`config.mk`:
```
export PLATFORM = sky130hd
export DESIGN_NAME = mprj_serial_loader
export DESIGN_NICKNAME = d
export VERILOG_FILES = /design/src/rtl/mprj_loader_pkg.sv /design/src/rtl/mprj_loader_clkdiv.sv /design/src/rtl/mprj_serial_loader.sv
export SDC_FILE = /design/constraint.sdc
export NUM_CORES = 1
export LEC_CHECK = 0
export BUFFER_PORTS_ARGS = -buffer_cell sky130_fd_sc_hd__buf_2
export CAP_MARGIN = 20
export CELL_PAD_IN_SITES_DETAIL_PLACEMENT = 0
export CELL_PAD_IN_SITES_GLOBAL_PLACEMENT = 1
export CORE_MARGIN = 3
export CORE_UTILIZATION = 48
export DETAILED_ROUTE_END_ITERATION = 8
export PLACE_DENSITY_LB_ADDON = 0.1
export SLEW_MARGIN = 25
export SYNTH_ARGS = -nofsm -noshare
export SYNTH_HDL_FRONTEND = slang
export SYNTH_SLANG_ARGS = --single-unit
```
`constraint.sdc`:
```
create_clock -name clk -period 3.7 [get_ports clk]
set_input_delay 0.74 -clock clk [delete_from_list [all_inputs] [get_ports clk]]
set_output_delay 0.74 -clock clk [all_outputs]
set_load 0.03 [all_outputs]
```
`src/rtl/mprj_loader_pkg.sv`:
```
// ============================================================================
// Module : mprj_loader_pkg
// Brief  : State encoding and LOAD-phase strobe tables for the serial loader.
// Rev    : 1.0
// ============================================================================
`default_nettype none

package mprj_loader_pkg;

  typedef enum logic [2:0] {
    IDLE     = 3'd0,
    FETCH    = 3'd1,
    SHIFT_LO = 3'd2,
    SHIFT_HI = 3'd3,
    LOAD     = 3'd4
  } state_t;

  localparam int unsigned c_LOAD_PHASES = 4;

  // Indexed by LOAD phase 0..3: (clk,rstn) = (1,1) (1,0) (1,1) (0,1)
  localparam logic [c_LOAD_PHASES-1:0] c_LOAD_SCLK  = 4'b0111;
  localparam logic [c_LOAD_PHASES-1:0] c_LOAD_SRSTN = 4'b1101;

endpackage

`default_nettype wire

```
`src/rtl/mprj_loader_clkdiv.sv`:
```
// ============================================================================
// Module : mprj_loader_clkdiv
// Brief  : Phase-tick generator; tick fires on the (div+1)th cycle of a phase.
// Rev    : 1.0
// ============================================================================
`default_nettype none

module mprj_loader_clkdiv #(
  parameter int DIV_W = 8
) (
  input  logic             clk,
  input  logic             resetn,
  input  logic             restart,
  input  logic             abort,
  input  logic [DIV_W-1:0] div,
  output logic             tick
);

  localparam logic [DIV_W-1:0] c_ONE = DIV_W'(1);

  logic [DIV_W-1:0] r_cnt;

  assign tick = (r_cnt == div) && !restart && !abort;

  // Counter clears on tick, so at div = all-ones it never wraps past div
  always_ff @(posedge clk or negedge resetn) begin
    if (!resetn) begin
      r_cnt <= '0;
    end else if (restart || abort || tick) begin
      r_cnt <= '0;
    end else begin
      r_cnt <= r_cnt + c_ONE;
    end
  end

endmodule

`default_nettype wire

```
`src/rtl/mprj_serial_loader.sv`:
```
// ============================================================================
// Module : mprj_serial_loader
// Brief  : Shifts per-pad control words MSB-first onto N parallel serial chains
//          and issues a load strobe. Optional: SERIAL_LOADER_PARITY_EN.
// Rev    : 1.0
// ============================================================================
`default_nettype none

module mprj_serial_loader
  import mprj_loader_pkg::*;
#(
  parameter int N_CHAINS       = 2,
  parameter int PADS_PER_CHAIN = 19,
  parameter int CTRL_BITS      = 13,
  parameter int DIV_W          = 8,
  parameter int POS_W          = (PADS_PER_CHAIN > 1) ? $clog2(PADS_PER_CHAIN) : 1
) (
  input  logic                          clk,
  input  logic                          resetn,
  input  logic                          start,
  input  logic                          abort,
  input  logic [DIV_W-1:0]              div,
  output logic [POS_W-1:0]              cfg_rd_pos,
  input  logic [N_CHAINS*CTRL_BITS-1:0] cfg_rd_data,
  output logic                          busy,
  output logic                          done,
  output logic                          serial_clock,
  output logic                          serial_resetn,
  output logic [N_CHAINS-1:0]           serial_data_out
`ifdef SERIAL_LOADER_PARITY_EN
  ,
  output logic [N_CHAINS-1:0]           parity
`endif
);

  localparam int BIT_W = (CTRL_BITS > 1) ? $clog2(CTRL_BITS) : 1;
  localparam logic [BIT_W-1:0] c_BIT_LAST = BIT_W'(CTRL_BITS - 1);
  localparam logic [BIT_W-1:0] c_BIT_ONE  = BIT_W'(1);
  localparam logic [POS_W-1:0] c_POS_LAST = POS_W'(PADS_PER_CHAIN - 1);
  localparam logic [POS_W-1:0] c_POS_ONE  = POS_W'(1);
  localparam logic [1:0]       c_PH_LAST  = 2'(c_LOAD_PHASES - 1);

  state_t           r_state;
  state_t           w_next;
  logic [DIV_W-1:0] r_div;
  logic [POS_W-1:0] r_pos;
  logic [BIT_W-1:0] r_bit;
  logic [1:0]       r_phase;
  logic             r_done;
  logic             r_out_en;
  logic             w_tick;
  logic             w_abort;
  logic             w_restart;
  logic             w_shift;

  assign w_abort   = abort && (r_state != IDLE);
  assign w_restart = (r_state == IDLE) || (r_state == FETCH);
  assign w_shift   = (r_state == SHIFT_HI) && w_tick;

  mprj_loader_clkdiv #(
    .DIV_W (DIV_W)
  ) u_clkdiv (
    .clk     (clk),
    .resetn  (resetn),
    .restart (w_restart),
    .abort   (w_abort),
    .div     (r_div),
    .tick    (w_tick)
  );

  always_ff @(posedge clk or negedge resetn) begin
    if (!resetn) begin
      r_state <= IDLE;
    end else begin
      r_state <= w_next;
    end
  end

  always_comb begin
    w_next = r_state;
    case (r_state)
      IDLE:     if (start) w_next = FETCH;
      FETCH:    w_next = SHIFT_LO;
      SHIFT_LO: if (w_tick) w_next = SHIFT_HI;
      SHIFT_HI: begin
        if (w_tick) begin
          if (r_bit != c_BIT_LAST) w_next = SHIFT_LO;
          else if (r_pos != '0)    w_next = FETCH;
          else                     w_next = LOAD;
        end
      end
      LOAD:     if (w_tick && (r_phase == c_PH_LAST)) w_next = IDLE;
      default:  w_next = IDLE;
    endcase
    if (w_abort) w_next = IDLE;
  end

  always_ff @(posedge clk or negedge resetn) begin
    if (!resetn) begin
      r_div    <= '0;
      r_pos    <= '0;
      r_bit    <= '0;
      r_phase  <= '0;
      r_done   <= 1'b0;
      r_out_en <= 1'b0;
    end else begin
      r_out_en <= 1'b1;
      r_done   <= (r_state == LOAD) && w_tick && (r_phase == c_PH_LAST);
      case (r_state)
        IDLE: begin
          r_phase <= '0;
          if (start) begin
            r_div <= div;
            r_pos <= c_POS_LAST;
          end
        end
        FETCH: r_bit <= '0;
        SHIFT_HI: begin
          if (w_tick) begin
            if (r_bit != c_BIT_LAST) r_bit <= r_bit + c_BIT_ONE;
            else if (r_pos != '0)    r_pos <= r_pos - c_POS_ONE;
          end
        end
        LOAD: if (w_tick) r_phase <= r_phase + 2'd1;
        default: ;
      endcase
    end
  end

  for (genvar c = 0; c < N_CHAINS; c++) begin : g_chain
    logic [CTRL_BITS-1:0] r_stage;

    always_ff @(posedge clk or negedge resetn) begin
      if (!resetn) begin
        r_stage <= '0;
      end else if (w_abort) begin
        r_stage <= '0;
      end else if (r_state == FETCH) begin
        r_stage <= cfg_rd_data[c*CTRL_BITS +: CTRL_BITS];
      end else if (w_shift) begin
        r_stage <= r_stage << 1;
      end
    end

    assign serial_data_out[c] = r_stage[CTRL_BITS-1];
  end

`ifdef SERIAL_LOADER_PARITY_EN
  logic [N_CHAINS-1:0] r_parity;

  // Accumulate the bit presented as serial_clock rises into SHIFT_HI
  always_ff @(posedge clk or negedge resetn) begin
    if (!resetn) begin
      r_parity <= '0;
    end else if ((r_state == IDLE) && start) begin
      r_parity <= '0;
    end else if ((r_state == SHIFT_LO) && w_tick) begin
      r_parity <= r_parity ^ serial_data_out;
    end
  end

  assign parity = r_parity;
`endif

  assign busy          = (r_state != IDLE);
  assign done          = r_done;
  assign cfg_rd_pos    = r_pos;
  assign serial_clock  = (r_state == SHIFT_HI) ||
                         ((r_state == LOAD) && c_LOAD_SCLK[r_phase]);
  assign serial_resetn = r_out_en &&
                         !((r_state == LOAD) && !c_LOAD_SRSTN[r_phase]);

endmodule

`default_nettype wire

```
Word-level counts from Yosys, hierarchy flattened
Index checks and enable logic that the tools add are counted.
{"block": "totals", "regBits": 58, "in_bits": 38, "output_inout_bits": 11, "word_cells": 91}
{"block": "classes", "add_sub_neg": 4, "n_lt_le_gt_ge": 1, "eq_ne": 17, "n_mux": 29, "reduce_logical": 30}
{"cell": "$mux W13", "count": 6}
{"cell": "$mux W3", "count": 7}
{"cell": "$mux W5", "count": 4}
{"cell": "$pmux W3 S5", "count": 1}
{"cell": "$logic_and A1 B1 Y1", "count": 10}
{"cell": "$pmux W5 S2", "count": 1}
{"cell": "$add A8 B1 Y8 const B", "count": 1}
{"cell": "$eq A8 B8 Y1", "count": 1}
{"cell": "$mux W4", "count": 2}
{"cell": "$mux W8", "count": 1}
{"cell": "$ne A2 B1 Y1 const B", "count": 4}
{"cell": "$pmux W4 S2", "count": 1}
{"cell": "$eq A3 B2 Y1 const B", "count": 2}
{"cell": "$ne A3 B1 Y1 const B", "count": 2}
{"cell": "$ne A3 B2 Y1 const B", "count": 2}
{"cell": "$reduce_bool A2 Y1", "count": 3}
{"cell": "$reduce_bool A3 Y1", "count": 2}
{"cell": "$reduce_and A5 Y1", "count": 1}
{"cell": "$reduce_bool A5 Y1", "count": 1}
{"cell": "$sub A5 B1 Y5 const B", "count": 1}
{"cell": "$add A4 B1 Y4 const B", "count": 1}
{"cell": "$bmux W1 S2", "count": 2}
{"cell": "$logic_not A1 Y1", "count": 4}
{"cell": "$logic_or A1 B1 Y1", "count": 4}
{"cell": "14 further kinds", "count": 17}

Logic depth before layout (Yosys ltp)
{"block": "logic_depth", "word_depth": 9, "mapped_depth": 8, "mapped_depth_nobuf": 7}

Modules after synthesis
A second synthesis with hierarchy kept.
{"block": "hier_totals", "hier_cells": 259, "area_unflattened_um2": 3124.2}
{"mod": "mprj_serial_loader", "n_inst": 1, "cells_per_inst": 212, "area_per_inst_um2": 2600.0, "seq_area_each_um2": 1251.2}
{"mod": "mprj_loader_clkdiv", "n_inst": 1, "cells_per_inst": 47, "area_per_inst_um2": 524.3, "seq_area_each_um2": 200.2}

Least setup slack after synthesis
OpenSTA, ideal clock, no wires.
{"block": "synth_timing", "kind": "flip-flop to output port", "start": "reg r_state[1]", "end": "out serial_clock", "t_arrival_ns": 1.555, "t_required_ns": 2.960, "slack_ns": 1.405, "path_stages_with_launch": 5, "path_cell_list": "dfrtp_1 > clkbuf_1 > nor2_1 > nand2_1 > o21ai_0"}
{"block": "synth_between", "elab_chain_len": 3, "elab_cells_between_ends": 4, "classes_between": "2 x eq/ne; 2 x reduce/logical"}
{"item": "start, declared", "line_no": "mprj_serial_loader.sv:43", "rtl": "state_t r_state;"}
{"item": "start signal, assigned", "line_no": "mprj_serial_loader.sv:75", "rtl": "r_state <= w_next;"}
{"item": "$eq A3 B3 Y1", "line_no": "mprj_serial_loader.sv:169", "rtl": "((r_state == LOAD) && c_LOAD_SCLK[r_phase]);"}
{"item": "$logic_and A1 B1 Y1", "line_no": "mprj_serial_loader.sv:169"}
{"item": "$logic_or A1 B1 Y1 *", "line_no": "mprj_serial_loader.sv:168", "rtl": "assign serial_clock = (r_state == SHIFT_HI) ||"}
{"item": "end, declared", "line_no": "mprj_serial_loader.sv:27", "rtl": "output logic serial_clock,"}
Every way passes the cells marked *; elsewhere a longest branch is shown, timed or not.

Final worst setup path
{"block": "layout_timing", "start": "reg r_state[1]", "end": "reg g_chain[1].r_stage[12]"}
{"block": "layout_between", "elab_chain_len": 7, "elab_cells_between_ends": 14, "classes_between": "2 x eq/ne; 2 x mux; 10 x reduce/logical"}
{"item": "$eq A3 B1 Y1 or $logic_not A3 Y1 (tied branches)", "line_no": "mprj_serial_loader.sv:57, mprj_serial_loader.sv:138"}
{"item": "$logic_or A1 B1 Y1", "line_no": "mprj_serial_loader.sv:57", "rtl": "assign w_restart = (r_state == IDLE) || (r_state == FETCH);"}
{"item": "$logic_not A1 Y1", "line_no": "mprj_loader_clkdiv.sv:23", "rtl": "assign tick = (r_cnt == div) && !restart && !abort;"}
{"item": "$logic_and A1 B1 Y1 (2 in series)", "line_no": "mprj_loader_clkdiv.sv:23"}
{"item": "$logic_and A1 B1 Y1", "line_no": "mprj_serial_loader.sv:58", "rtl": "assign w_shift = (r_state == SHIFT_HI) && w_tick;"}
{"item": "$reduce_bool A3 Y1 (no source line)"}
{"item": "end signal, assigned", "line_no": "mprj_serial_loader.sv:139", "rtl": "r_stage <= cfg_rd_data[c*CTRL_BITS +: CTRL_BITS];"}
{"item": "end signal, assigned", "line_no": "mprj_serial_loader.sv:141", "rtl": "r_stage <= r_stage << 1;"}
{"item": "end, declared", "line_no": "mprj_serial_loader.sv:131", "rtl": "logic [CTRL_BITS-1:0] r_stage;"}
Parallel ways exist; a longest one is shown, timed or not.
A chain may end at the register's enable or synchronous reset.

==> flow_metrics.tcl <==
set metrics [dict create \
    ys_warn_count 0 \
    fp.dieArea_um2 7820 \
    min-delay-path-class "in2async" \
    cp_slowest_cell "sky130_fd_sc_hd__dfrtp_1" \
    floorplan.core_area_um2 6460 \
    syn_inst 326 \
    timing.final.max_slew_violations 0 \
    root_buffer_cell "sky130_fd_sc_hd__clkbuf_8" \
    crit_family "flip-flops" \
    fin_util 0.572 \
    netlist_area_um2 3260 \
    area.sequential_um2 1450 \
    drt-pass1-iter-count 4 \
    drt-vias-per-instance 5.23 \
    detailroute.via_count 2362 \
    p_int_mw 1.63 \
    p_comb_frac 0.405 \
    fin_skew_ps 9.62 \
    power.net_switching_mw 0.917 \
    dp_hpwl_um 4350 \
    run_status "complete, no violations" \
    max-cap-violations 0 \
    synth_edf_count 0 \
    rsz_0062_raised_after_global_routing "no" \
    floorplan.initialDensity 0.505 \
    clock_power_share 0.221 \
    clk_transition_reported_paths_ps 70 \
    cts-buffers-inserted 9 \
    tritoncts_clock_tree "built" \
    count_of_nets_after_finishing 416 \
    grt_pass1_vias 2301 \
    timing.final.setup_violations 0 \
    irDropWorstVdd_v 0.000359 \
    finalSetupTns_ps 0 \
    crit_type "reg2reg" \
    synthFlopType "sky130_fd_sc_hd__dfrtp_1" \
    delay_of_the_slowest_cell_on_the_worst_path_ps 620 \
    synthesis.nets 371 \
    yosys_register_bits 58 \
    postCtsHoldBufs 0 \
    groute.usage.overall 0.179 \
    static-leakage-power_nw 1.81 \
    worst_ep_arrival_time_ps 2650 \
    die_h_um 88.4 \
    worst_setup_path_end_kind "flip-flop" \
    post_cts_gate_resize_count 0 \
    nFillCells 603 \
    asyncSetResetFlopFracSynth 1.00 \
    gr-total-overflow 0 \
    worst_slew_margin_rel 0.636 \
    worst_slew_pin_slew_ps 547 \
    worstPathCellList "nor2_1 > nand2_2 > o21ai_1 > a21oi_4 > buf_4 > mux2_2" \
    final_layout_size_suffix_gt1_frac 0.291 \
    worstPathMaxFanout 28 \
    grt_antenna_before_repair 0 \
    cellPowerDensity_nw_per_um2 689 \
    h_tree_depth_reported_by_cts 3 \
    layout_min_cycle_time_ps 2440 \
    post_cts_buffers 0 \
    worst_skew_pair.late_latency_ps 330 \
    p_sw_frac 0.361 \
    cell_rows 29 \
    detailedRoute.firstIterationViolations 86 \
    port_buffers 48 \
    multi_input_gate_area_um2 1660 \
    synth.lib_cells_used.distinct 54 \
    required_ps 3910 \
    postSynthAreaPerCell_um2 10.0 \
    cts_buffer_depth 2 \
    ant_nets 0 \
    top_level_ports 49 \
    final_cells 452 \
    insertedDiodeCount 0 \
    synth.yosys.seq_area_share 0.445 \
    max_clk_rate_mhz 410 \
    die_width_um 88.4 \
    final.period_utilization 0.659 \
    critical_path.n_buffers_inverters 1 \
    wire_per_inst_um 14.0 \
    drc 0 \
    grt_start_max_net_pins 42 \
    cts_sinks 58 \
    grt_pass1_wl_um 10800 \
    globalplace.congestion 0.768 \
    critPathLaunchType "flip-flop" \
    finalWirelength_um 6310 \
    timing_hold_violations_final 0 \
    placed_cells_incl_taps 437 \
    area_growth_from_synthesis_to_final_layout_pct 13.2 \
    proportion_of_power_drawn_by_flip_flops_and_latches 0.374 \
]
-- power by group through the flow --
stage | clock network, mW | logic, mW | registers, mW
4_1_cts | 0.582 | 1.04 | 0.952
3_3_place_gp | 0 | 1.03 | 0.958
5_1_grt | 0.614 | 1.14 | 0.977
3_5_place_dp | 0 | 1.04 | 0.960
6_report | 0.562 | 1.03 | 0.951
2_1_floorplan | 0 | 0.956 | 0.911
-- Yosys cell counts (2+ instances only) --
| cell type | n | area [um^2] |
|---|---|---|
| sky130_fd_sc_hd__nand2_1 | 78 | 293 |
| sky130_fd_sc_hd__dfrtp_1 | 58 | 1450 |
| sky130_fd_sc_hd__a21oi_1 | 29 | 145 |
| sky130_fd_sc_hd__nor2_1 | 20 | 75.1 |
| sky130_fd_sc_hd__mux2_4 | 18 | 270 |
| sky130_fd_sc_hd__inv_1 | 11 | 41.3 |
| sky130_fd_sc_hd__buf_2 | 9 | 45.0 |
| sky130_fd_sc_hd__ha_1 | 7 | 87.6 |
| sky130_fd_sc_hd__nor3_1 | 7 | 35.0 |
| sky130_fd_sc_hd__xnor2_2 | 7 | 114 |
| sky130_fd_sc_hd__mux2_2 | 6 | 67.6 |
| sky130_fd_sc_hd__nand3_1 | 6 | 30.0 |
| sky130_fd_sc_hd__and3_1 | 5 | 31.3 |
| sky130_fd_sc_hd__mux2i_1 | 5 | 50.1 |
| sky130_fd_sc_hd__xnor2_1 | 5 | 43.8 |
| sky130_fd_sc_hd__clkbuf_1 | 3 | 11.3 |
| sky130_fd_sc_hd__o21ai_0 | 3 | 15.0 |
| sky130_fd_sc_hd__a22o_1 | 2 | 17.5 |
| sky130_fd_sc_hd__a31o_2 | 2 | 17.5 |
| sky130_fd_sc_hd__and2_1 | 2 | 12.5 |
| sky130_fd_sc_hd__buf_12 | 2 | 40.0 |
| sky130_fd_sc_hd__buf_4 | 2 | 15.0 |
| sky130_fd_sc_hd__nand2b_1 | 2 | 12.5 |
| sky130_fd_sc_hd__nand4_1 | 2 | 12.5 |
| sky130_fd_sc_hd__nand4_4 | 2 | 42.5 |
| sky130_fd_sc_hd__o211ai_1 | 2 | 15.0 |
| sky130_fd_sc_hd__o22ai_1 | 2 | 12.5 |
| sky130_fd_sc_hd__o31ai_1 | 2 | 15.0 |
| sky130_fd_sc_hd__xor2_1 | 2 | 17.5 |
-- flip-flops by register name, summed over array words and instances, names as in the netlist --
register and cells:
cfg_rd_pos 5, done 1, g_chain.r_stage 26, r_bit 4, r_div 8, r_out_en 1
r_phase 2, r_state 3, u_clkdiv.r_cnt 8
-- layout by cell type (no fill, tap or decap), drive strengths merged, types with 5 or more instances in the layout --
cell type,instances
clkbuf,12
and3,5
dfrtp,58
nand3,6
a21oi,30
mux2i,5
nor2,22
buf,51
mux2,24
nor3,8
inv,11
ha,7
nand2,79
xnor2,12
-- per-layer routing --
metal	up-vias	global-route usage	part of all wire
li1	1192	-	-
met1	1128	0.253	0.49
met2	36	0.269	0.47
met3	6	0.0484	0.035
met4	0	0.0577	0.0095
met5	-	0	0
-- kinds of logic after synthesis --
group,after synthesis,synth area share
multiplexers,29,0.119
AO/OA/AOI/OAI,56,0.112
adder cells (fa/ha/maj),7,0.0268
other,1,0.00115
flip-flops,58,0.445
AND/OR/NAND/NOR,133,0.194
XOR/XNOR,14,0.0537
buffers and inverters,28,0.0479
-- worst register-to-register path, cell delays in order, from the launching register on --
cell and delay (ps):
sky130_fd_sc_hd__dfrtp_1 620, sky130_fd_sc_hd__nor2_1 140, sky130_fd_sc_hd__nand2_2 430, sky130_fd_sc_hd__o21ai_1 200, sky130_fd_sc_hd__a21oi_4 140, sky130_fd_sc_hd__buf_4 390
sky130_fd_sc_hd__mux2_2 400
-- worst paths after layout --
| check | slack, ps | from | depth (start not counted) | to |
|---|---|---|---|---|
| worst max-delay path | 1260 | r_state[1]$_DFFE_PN0P_ | 6 | g_chain[1].r_stage[12]$_DFFE_PN0P_ |
| worst min-delay path | 340 | resetn | 1 | g_chain[1].r_stage[9]$_DFFE_PN0P_ |
| worst max register to register | 1260 | r_state[1]$_DFFE_PN0P_ | 6 | g_chain[1].r_stage[12]$_DFFE_PN0P_ |
| worst min register to register | 500 | r_div[1]$_DFFE_PN0P_ | 2 | r_div[1]$_DFFE_PN0P_ |
| max in group asynchronous | 2460 | resetn | 2 | u_clkdiv.r_cnt[5]$_DFF_PN0_ |
| min in group clk | 500 | r_div[1]$_DFFE_PN0P_ | 2 | r_div[1]$_DFFE_PN0P_ |
-- cell type report --
cell class | instances | area share
Tap cell | 77 | 0.0261
Clock inverter | 3 | 0.0108
Inverter | 11 | 0.0112
Clock buffer | 12 | 0.0393
Multi-Input combinational cell | 240 | 0.448
Sequential cell | 58 | 0.393
Timing Repair Buffer | 51 | 0.0712
-- per-stage QoR --
step           hold WS (ps)  setup slack [ps]  instance area [um^2]  power (mW)
2_1_floorplan           444              1410                  3260        1.87
3_3_place_gp            489              1310                  3510        1.98
3_5_place_dp            488              1270                  3510        2.00
4_1_cts                 338              1260                  3690        2.58
5_1_grt                 338              1090                  3690        2.73
6_report                338              1260                  3690        2.54
Note: power is estimated with default switching activity, not from simulation.
